## src/rtl/ram_arbiter_pkg.sv

```systemverilog
// Shared definitions for the two-master RAM arbiter: FSM encoding and
// default geometry of the RAM controller port.
package ram_arbiter_pkg;

  typedef enum logic [1:0] {
    ST_IDLE  = 2'd0,
    ST_ISSUE = 2'd1,
    ST_WAIT  = 2'd2,
    ST_RESP  = 2'd3
  } state_t;

  localparam int DEFAULT_ADDR_W  = 17;
  localparam int DEFAULT_DATA_W  = 16;
  localparam int DEFAULT_TIMEOUT = 15;

  // Address bit that steers an access to RAM2 (1) or RAM1 (0).
  localparam int RAM_SEL_BIT = 16;

endpackage

```

## src/rtl/ram_arbiter_if.sv

```systemverilog
// Bundle of both master request ports and the RAM controller port.
// slave is the arbiter's view; master is the view of whoever drives the requests and the RAM.
interface ram_arbiter_if
  import ram_arbiter_pkg::*;
#(
  parameter int ADDR_W = DEFAULT_ADDR_W,
  parameter int DATA_W = DEFAULT_DATA_W
);

  logic              m0_req;
  logic              m0_we;
  logic [ADDR_W-1:0] m0_addr;
  logic [DATA_W-1:0] m0_wdata;
  logic              m0_gnt;
  logic              m0_done;
  logic [DATA_W-1:0] m0_rdata;

  logic              m1_req;
  logic              m1_we;
  logic [ADDR_W-1:0] m1_addr;
  logic [DATA_W-1:0] m1_wdata;
  logic              m1_gnt;
  logic              m1_done;
  logic [DATA_W-1:0] m1_rdata;

  logic              m_err;

  logic              ram_en;
  logic              ram_re;
  logic              ram_we;
  logic [ADDR_W-1:0] ram_addr;
  logic [DATA_W-1:0] ram_data_in;
  logic [DATA_W-1:0] ram_data_out;
  logic              ram_done;

  modport slave (
    input  m0_req, m0_we, m0_addr, m0_wdata,
    input  m1_req, m1_we, m1_addr, m1_wdata,
    input  ram_data_out, ram_done,
    output m0_gnt, m0_done, m0_rdata,
    output m1_gnt, m1_done, m1_rdata,
    output m_err,
    output ram_en, ram_re, ram_we, ram_addr, ram_data_in
  );

  modport master (
    output m0_req, m0_we, m0_addr, m0_wdata,
    output m1_req, m1_we, m1_addr, m1_wdata,
    output ram_data_out, ram_done,
    input  m0_gnt, m0_done, m0_rdata,
    input  m1_gnt, m1_done, m1_rdata,
    input  m_err,
    input  ram_en, ram_re, ram_we, ram_addr, ram_data_in
  );

endinterface

```

## src/rtl/ram_arbiter_rr_arbiter2.sv

```systemverilog
// Combinational two-way round-robin pick: on a tie the master that was not
// served last wins, otherwise the only requester wins.
module rr_arbiter2
  import ram_arbiter_pkg::*;
(
  input  logic [1:0] req,
  input  logic       last_served,
  output logic       valid,
  output logic       winner
);

  always_comb begin
    valid  = |req;
    winner = 1'b0;
    if (req == 2'b11) begin
      winner = ~last_served;
    end else begin
      winner = req[1];
    end
  end

endmodule

```

## src/rtl/ram_arbiter.sv

```systemverilog
// Two-master arbiter in front of a single RAM controller. One access at a time,
// walked through IDLE -> ISSUE -> WAIT -> RESP, with a timeout on the RAM handshake.
module ram_arbiter
  import ram_arbiter_pkg::*;
#(
  parameter int ADDR_W  = DEFAULT_ADDR_W,
  parameter int DATA_W  = DEFAULT_DATA_W,
  parameter int TIMEOUT = DEFAULT_TIMEOUT
) (
  input logic          clk,
  input logic          rst,
  ram_arbiter_if.slave bus
);

  localparam int CNT_W = (TIMEOUT < 1) ? 1 : $clog2(TIMEOUT + 1);
  // The WAIT cycle in which the counter would reach TIMEOUT is the last one allowed.
  localparam logic [CNT_W-1:0] CNT_LAST = CNT_W'((TIMEOUT < 1) ? 0 : TIMEOUT - 1);

  state_t            state;
  logic              owner;
  logic              last_served;
  logic              we_q;
  logic [ADDR_W-1:0] addr_q;
  logic [DATA_W-1:0] wdata_q;
  logic [CNT_W-1:0]  timer;
  logic              err_q;
  logic [1:0]        gnt_q;
  logic [1:0]        done_q;
  logic              ram_en_q;
  logic              ram_re_q;
  logic              ram_we_q;
  logic [DATA_W-1:0] rdata0_q;
  logic [DATA_W-1:0] rdata1_q;

  logic [1:0]        req;
  logic              pick_valid;
  logic              pick;
  logic              sel_we;
  logic [ADDR_W-1:0] sel_addr;
  logic [DATA_W-1:0] sel_wdata;

  assign req       = {bus.m1_req, bus.m0_req};
  assign sel_we    = pick ? bus.m1_we    : bus.m0_we;
  assign sel_addr  = pick ? bus.m1_addr  : bus.m0_addr;
  assign sel_wdata = pick ? bus.m1_wdata : bus.m0_wdata;

  rr_arbiter2 u_rr (
    .req         (req),
    .last_served (last_served),
    .valid       (pick_valid),
    .winner      (pick)
  );

  // Single FSM; every output is a register updated alongside the state transition.
  always_ff @(posedge clk or negedge rst) begin
    if (!rst) begin
      state       <= ST_IDLE;
      owner       <= 1'b0;
      last_served <= 1'b1;
      we_q        <= 1'b0;
      addr_q      <= '0;
      wdata_q     <= '0;
      timer       <= '0;
      err_q       <= 1'b0;
      gnt_q       <= 2'b00;
      done_q      <= 2'b00;
      ram_en_q    <= 1'b0;
      ram_re_q    <= 1'b0;
      ram_we_q    <= 1'b0;
      rdata0_q    <= '0;
      rdata1_q    <= '0;
    end else begin
      case (state)
        ST_IDLE: begin
          if (pick_valid) begin
            owner    <= pick;
            we_q     <= sel_we;
            addr_q   <= sel_addr;
            wdata_q  <= sel_wdata;
            gnt_q    <= pick ? 2'b10 : 2'b01;
            ram_en_q <= 1'b1;
            ram_re_q <= ~sel_we;
            ram_we_q <= sel_we;
            state    <= ST_ISSUE;
          end
        end

        ST_ISSUE: begin
          ram_re_q <= 1'b0;
          ram_we_q <= 1'b0;
          timer    <= '0;
          state    <= ST_WAIT;
        end

        // A RAM completion wins over a timeout landing in the same cycle.
        ST_WAIT: begin
          if (bus.ram_done) begin
            if (!we_q) begin
              if (owner) begin
                rdata1_q <= bus.ram_data_out;
              end else begin
                rdata0_q <= bus.ram_data_out;
              end
            end
            err_q    <= 1'b0;
            done_q   <= gnt_q;
            ram_en_q <= 1'b0;
            state    <= ST_RESP;
          end else if (timer == CNT_LAST) begin
            err_q    <= 1'b1;
            done_q   <= gnt_q;
            ram_en_q <= 1'b0;
            timer    <= timer + CNT_W'(1);
            state    <= ST_RESP;
          end else begin
            timer <= timer + CNT_W'(1);
          end
        end

        ST_RESP: begin
          gnt_q       <= 2'b00;
          done_q      <= 2'b00;
          err_q       <= 1'b0;
          last_served <= owner;
          state       <= ST_IDLE;
        end

        default: begin
          state <= ST_IDLE;
        end
      endcase
    end
  end

  assign bus.m0_gnt      = gnt_q[0];
  assign bus.m1_gnt      = gnt_q[1];
  assign bus.m0_done     = done_q[0];
  assign bus.m1_done     = done_q[1];
  assign bus.m0_rdata    = rdata0_q;
  assign bus.m1_rdata    = rdata1_q;
  assign bus.m_err       = err_q;
  assign bus.ram_en      = ram_en_q;
  assign bus.ram_re      = ram_re_q;
  assign bus.ram_we      = ram_we_q;
  assign bus.ram_addr    = addr_q;
  assign bus.ram_data_in = wdata_q;

endmodule

```

## src/flat_wrapper.sv

```systemverilog
// flat-port wrapper written by rule: the top's interface ports become plain ports
module ram_arbiter_flat import ram_arbiter_pkg::*;
#(
  parameter int ADDR_W  = DEFAULT_ADDR_W,
  parameter int DATA_W  = DEFAULT_DATA_W,
  parameter int TIMEOUT = DEFAULT_TIMEOUT
)
  (clk, rst, bus_m0_req, bus_m0_we, bus_m0_addr, bus_m0_wdata, bus_m1_req, bus_m1_we, bus_m1_addr, bus_m1_wdata, bus_ram_data_out, bus_ram_done, bus_m0_gnt, bus_m0_done, bus_m0_rdata, bus_m1_gnt, bus_m1_done, bus_m1_rdata, bus_m_err, bus_ram_en, bus_ram_re, bus_ram_we, bus_ram_addr, bus_ram_data_in);
  ram_arbiter_if #(.ADDR_W(ADDR_W), .DATA_W(DATA_W)) bus_i ();
  input logic clk;
  input logic rst;
  input wire logic [$bits(bus_i.m0_req)-1:0] bus_m0_req;
  input wire logic [$bits(bus_i.m0_we)-1:0] bus_m0_we;
  input wire logic [$bits(bus_i.m0_addr)-1:0] bus_m0_addr;
  input wire logic [$bits(bus_i.m0_wdata)-1:0] bus_m0_wdata;
  input wire logic [$bits(bus_i.m1_req)-1:0] bus_m1_req;
  input wire logic [$bits(bus_i.m1_we)-1:0] bus_m1_we;
  input wire logic [$bits(bus_i.m1_addr)-1:0] bus_m1_addr;
  input wire logic [$bits(bus_i.m1_wdata)-1:0] bus_m1_wdata;
  input wire logic [$bits(bus_i.ram_data_out)-1:0] bus_ram_data_out;
  input wire logic [$bits(bus_i.ram_done)-1:0] bus_ram_done;
  output wire logic [$bits(bus_i.m0_gnt)-1:0] bus_m0_gnt;
  output wire logic [$bits(bus_i.m0_done)-1:0] bus_m0_done;
  output wire logic [$bits(bus_i.m0_rdata)-1:0] bus_m0_rdata;
  output wire logic [$bits(bus_i.m1_gnt)-1:0] bus_m1_gnt;
  output wire logic [$bits(bus_i.m1_done)-1:0] bus_m1_done;
  output wire logic [$bits(bus_i.m1_rdata)-1:0] bus_m1_rdata;
  output wire logic [$bits(bus_i.m_err)-1:0] bus_m_err;
  output wire logic [$bits(bus_i.ram_en)-1:0] bus_ram_en;
  output wire logic [$bits(bus_i.ram_re)-1:0] bus_ram_re;
  output wire logic [$bits(bus_i.ram_we)-1:0] bus_ram_we;
  output wire logic [$bits(bus_i.ram_addr)-1:0] bus_ram_addr;
  output wire logic [$bits(bus_i.ram_data_in)-1:0] bus_ram_data_in;
  assign bus_i.m0_req = bus_m0_req;
  assign bus_i.m0_we = bus_m0_we;
  assign bus_i.m0_addr = bus_m0_addr;
  assign bus_i.m0_wdata = bus_m0_wdata;
  assign bus_i.m1_req = bus_m1_req;
  assign bus_i.m1_we = bus_m1_we;
  assign bus_i.m1_addr = bus_m1_addr;
  assign bus_i.m1_wdata = bus_m1_wdata;
  assign bus_i.ram_data_out = bus_ram_data_out;
  assign bus_i.ram_done = bus_ram_done;
  assign bus_m0_gnt = bus_i.m0_gnt;
  assign bus_m0_done = bus_i.m0_done;
  assign bus_m0_rdata = bus_i.m0_rdata;
  assign bus_m1_gnt = bus_i.m1_gnt;
  assign bus_m1_done = bus_i.m1_done;
  assign bus_m1_rdata = bus_i.m1_rdata;
  assign bus_m_err = bus_i.m_err;
  assign bus_ram_en = bus_i.ram_en;
  assign bus_ram_re = bus_i.ram_re;
  assign bus_ram_we = bus_i.ram_we;
  assign bus_ram_addr = bus_i.ram_addr;
  assign bus_ram_data_in = bus_i.ram_data_in;
  ram_arbiter #(.ADDR_W(ADDR_W), .DATA_W(DATA_W), .TIMEOUT(TIMEOUT)) u_core (.clk(clk), .rst(rst), .bus(bus_i));
endmodule
```

## config.mk

```make
export PLATFORM = sky130hd
export DESIGN_NAME = ram_arbiter_flat
export DESIGN_NICKNAME = d
export VERILOG_FILES = /design/src/rtl/ram_arbiter_pkg.sv /design/src/rtl/ram_arbiter_if.sv /design/src/rtl/ram_arbiter_rr_arbiter2.sv /design/src/rtl/ram_arbiter.sv /design/src/flat_wrapper.sv
export SDC_FILE = /design/constraint.sdc
export NUM_CORES = 1
export LEC_CHECK = 0
export BUFFER_PORTS_ARGS = -buffer_cell sky130_fd_sc_hd__buf_2
export CORE_UTILIZATION = 34
export DETAILED_ROUTE_END_ITERATION = 8
export PLACE_DENSITY_LB_ADDON = 0.2
export SLEW_MARGIN = 15
export SYNTH_ARGS = -nofsm -noshare
export SYNTH_HDL_FRONTEND = slang
export SYNTH_SLANG_ARGS = --single-unit
```

## constraint.sdc

```tcl
create_clock -name clk -period 1.5 [get_ports clk]
set_input_delay 0.075 -clock clk [delete_from_list [all_inputs] [get_ports clk]]
set_output_delay 0.075 -clock clk [all_outputs]
set_load 0.01 [all_outputs]
```

==> reports/qor.csv <==
stage,metric,value,unit
critical_path,r2r worst-path depth,4,
pwr,leakage,0.003165,uW
critical_path,cells along the critical path,ha_4 -> and4bb_4 -> buf_12 -> mux2_4,
grt,largest net degree at the start of global routing,41,
synthesis,count of cell types in the netlist,44,
synthesis,most instantiated cells after synthesis,"dfrtp_1, nand2_1, mux2i_1",
sta,final setup vio count,1,
clocking,clk_lat worst skew,360,ps
grt,first-pass GRT wire length,16.10,mm
detailed_routing,total number of vias,3328,
synthesis,syn_nets,405,
critical_path,"delay-heaviest family, CP",flip-flops,
critical_path,CP arrival,1740,ps
placement,placed cell area,4966,sq um
cells_and_area,Ant. Diodes,0,
critical_path,"Slowest-stage cell, CP",dfrtp_2,
sta,final hold violation count,0,
critical_path,worst-path maximum fanout,8,
sta,WHS,17.01,ps
sta,total negative slack,-2.414,ps
sta,max-slew violations,0,
min_path,min-delay worst type,in2reg,
synthesis,top area cells in the synthesized netlist,"dfrtp_1, mux2i_1, o21ai_1, nand2_1, mux2_4",
detailed_routing,drt wl/cell,14.21,um
clocking,clock sinks,82,
placement,RD Place Congestion,0.7371,
synthesis,Synth Area per Inst,12.23,sq um
clocking,Max Buffers Root-to-Sink,2,
sta,clock skew,13.39,ps
floorplan,# rows,38,
pwr,power density cells,1711,nW/um^2
pwr,Clock Power Share,14.2,%
detailed_routing,Routed WL,10.32,mm
grt,initial antenna violation count,0,
synthesis,sequential share of the synthesized area,54.50,%
clocking,clock slew at reported path FFs,90,ps
sta,Final period util,100.2,%
outcome,failing checks,negative setup slack,
pwr,internal power,6641,uW
synthesis,Synth async-reset ratio,100.0,%
floorplan,Core Box Area,10840,sq um
placement,post-place setup slack,-75.49,ps
critical_path,Critical Path RT,1740,ps
sta,worst setup margin,-2.414,ps
sta,Least-Margin Pin Slew,418.9,ps
pwr,Psw,3880,uW
synthesis,top-count cell post-synth,dfrtp_1,
placement,PortBufs,161,
detailed_routing,DR pass1 iterations,4,
sta,Slew HR,72.07,%
pwr,combinational power share,49.3,%
sta,fmax,665.6,MHz
synthesis,Mapped Area,3767,sq um
floorplan,io pins,162,
detailed_routing,Iter 0 DRT Violations,105,
detailed_routing,Via density,4.584,
critical_path,CP Depth,4,
pwr,VDD IR-drop max,0.8275,mV
grt,total grt overflow,0,
pwr,Flop pwr share,36.5,%
sta,fin crit period,1502,ps
pwr,Sw Share,36.88,%
detailed_routing,"antenna viol nets, final",0,
synthesis,synthesis-stage register bit count,82,
clocking,CTS Root Cell,clkbuf_8,
critical_path,Startpoint Class,flip-flop,
critical_path,max incr delay on CP,460,ps
floorplan,Die X,107.3,um
synthesis,"EDFF count, synth",0,
placement,HPWL after DPL,6.453,mm
cells_and_area,Final #Nets,678,
critical_path,WS Path Type,reg2reg,
clocking,CTS H-Tree Depth,3,
clocking,total CTS buffers,9,
floorplan,initial core utilization,34.75,%
critical_path,CP Buf/Inv Count,1,
grt,vias in the first global route,3358,
synthesis,top_reg_cell synth,dfrtp_1,
outcome,status,"complete, but fails checks",
synthesis,cell taking the most area after synthesis,dfrtp_1,
floorplan,DIE HEIGHT,107.3,um
synthesis,Syn Inst Count,308,
floorplan,die area,11510,sq um
clocking,CTS tree,yes,
cells_and_area,fraction of layout cells with a size suffix above 1,45.73,%
synthesis,Yosys warning count,0,
synthesis,top cell type's share of synthesized area,53.80,%
cells_and_area,final instance area,6148,sq um
critical_path,CP Capture Type,flip-flop,
detailed_routing,Post-route DRC,0,
cells_and_area,Area growth syn-to-layout,63.20,%
sta,RSZ-0062 raised after global routing,yes,
run,MaxCap Viol Count,0,
grt,Tot GR Track Use,18.09,%
min_path,Min-Delay Path Depth,3,
==> worst paths after layout <==
| check | slack (ps) | from | endpoint |
|---|---|---|---|
| min in group asynchronous | 180 | rst | u_core.bus.m1_rdata[15] |
| hold reg to reg | 490 | u_core.bus.ram_addr[3] | u_core.bus.ram_addr[3] |
| max in group asynchronous | 750 | rst | u_core.bus.ram_data_in[5] |
| hold / removal | 20 | bus_m1_addr[7] | u_core.bus.ram_addr[7] |
| setup / recovery | -2 | u_core.state[1] | u_core.bus.m0_rdata[15] |
| setup reg to reg | -2 | u_core.state[1] | u_core.bus.m0_rdata[15] |
==> sequential cells by signal, indices dropped and copies added (netlist names) <==
signal	count
u_core.gnt_q	2
u_core.owner	1
u_core.done_q	2
u_core.bus.ram_we	1
u_core.bus.m0_rdata	16
u_core.we_q	1
u_core.timer	4
u_core.bus.ram_re	1
u_core.bus.ram_en	1
u_core.bus.m1_rdata	16
u_core.bus.m_err	1
u_core.bus.ram_data_in	16
u_core.last_served	1
u_core.state	2
u_core.bus.ram_addr	17
==> kinds of logic (layout without fill, tap and decap cells) <==
kind of cell	after synthesis	after routing	synth area share, %
AO/OA/AOI/OAI	59	59	9.366
adder cells (fa/ha/maj)	8	8	2.657
buffers and inverters	22	300	4.018
AND/OR/NAND/NOR	66	66	8.402
flip-flops	82	82	54.50
multiplexers	70	70	20.82
XOR/XNOR	1	1	0.2325
==> tightest hold or removal path, stage by stage <==
cell and delay [ps]:
buf_2 70, mux2i_1 80, o21ai_1 110
==> cell type report <==
class                      count  area [sq um]
clock buffer                   9         123.9
clock inverter                 7         58.81
fill                         909          4692
inverter                       5         18.77
multi-input combinational    204          1719
sequential                    82          2054
tap                          140         175.2
timing repair buffer         279          1998
==> power by group through the flow <==
stage | registers [uW] | clock network, uW | logic, uW
6_report | 3840 | 1500 | 5190
5_1_grt | 3980 | 1660 | 5680
4_1_cts | 3830 | 1550 | 4930
3_5_place_dp | 3850 | 0 | 4580
3_3_place_gp | 3830 | 0 | 4480
2_1_floorplan | 4290 | 0 | 2150
==> metrics by stage <==
step | utilization (%) | power [uW] | std cells
2_1_floorplan | - | 6438 | 308
3_3_place_gp | 45.81 | 8310 | 624
3_5_place_dp | 45.81 | 8430 | 624
4_1_cts | 55.30 | 10310 | 720
5_1_grt | 56.72 | 11320 | 726
6_report | 56.72 | 10520 | 726
==> routing by layer <==
metal	vias up	global-route usage (%)	part of all wire, %
met1	1562	23.82	46
met5	-	0	0
li1	1623	-	-
met3	13	4.419	6.6
met4	0	8.415	1.8
met2	130	28.02	45
==> layout by cell type, fill, tap and decap left out, types with 2 or more instances in the layout <==
master	n
buf_4	35
inv_2	2
clkinv_4	2
mux2_1	7
ha_4	4
a21oi_1	3
nand2_1	43
nand3_1	2
buf_12	6
o21ai_0	2
nand2b_1	2
clkinvlp_4	2
clkbuf_8	9
buf_2	160
o21ai_1	35
inv_1	3
dfrtp_1	80
inv_6	3
mux2_2	7
mux2i_1	34
and3_1	2
a211o_1	3
nor2_1	6
o31ai_1	3
ha_1	4
dlygate4sd3_1	75
mux2_4	20
==> timing repair <==
action | 4_1_cts | 5_1_grt
endpoints found under the hold margin | 91 | 0
hold buffers | 75 | 0
cloned | 1 | 1
setup endpoints to repair | 27 | 57
pin swaps | 2 | 2
setup buffers | 4 | 5
gates resized for setup | 10 | 20
Power figures use the tool's default switching activity.
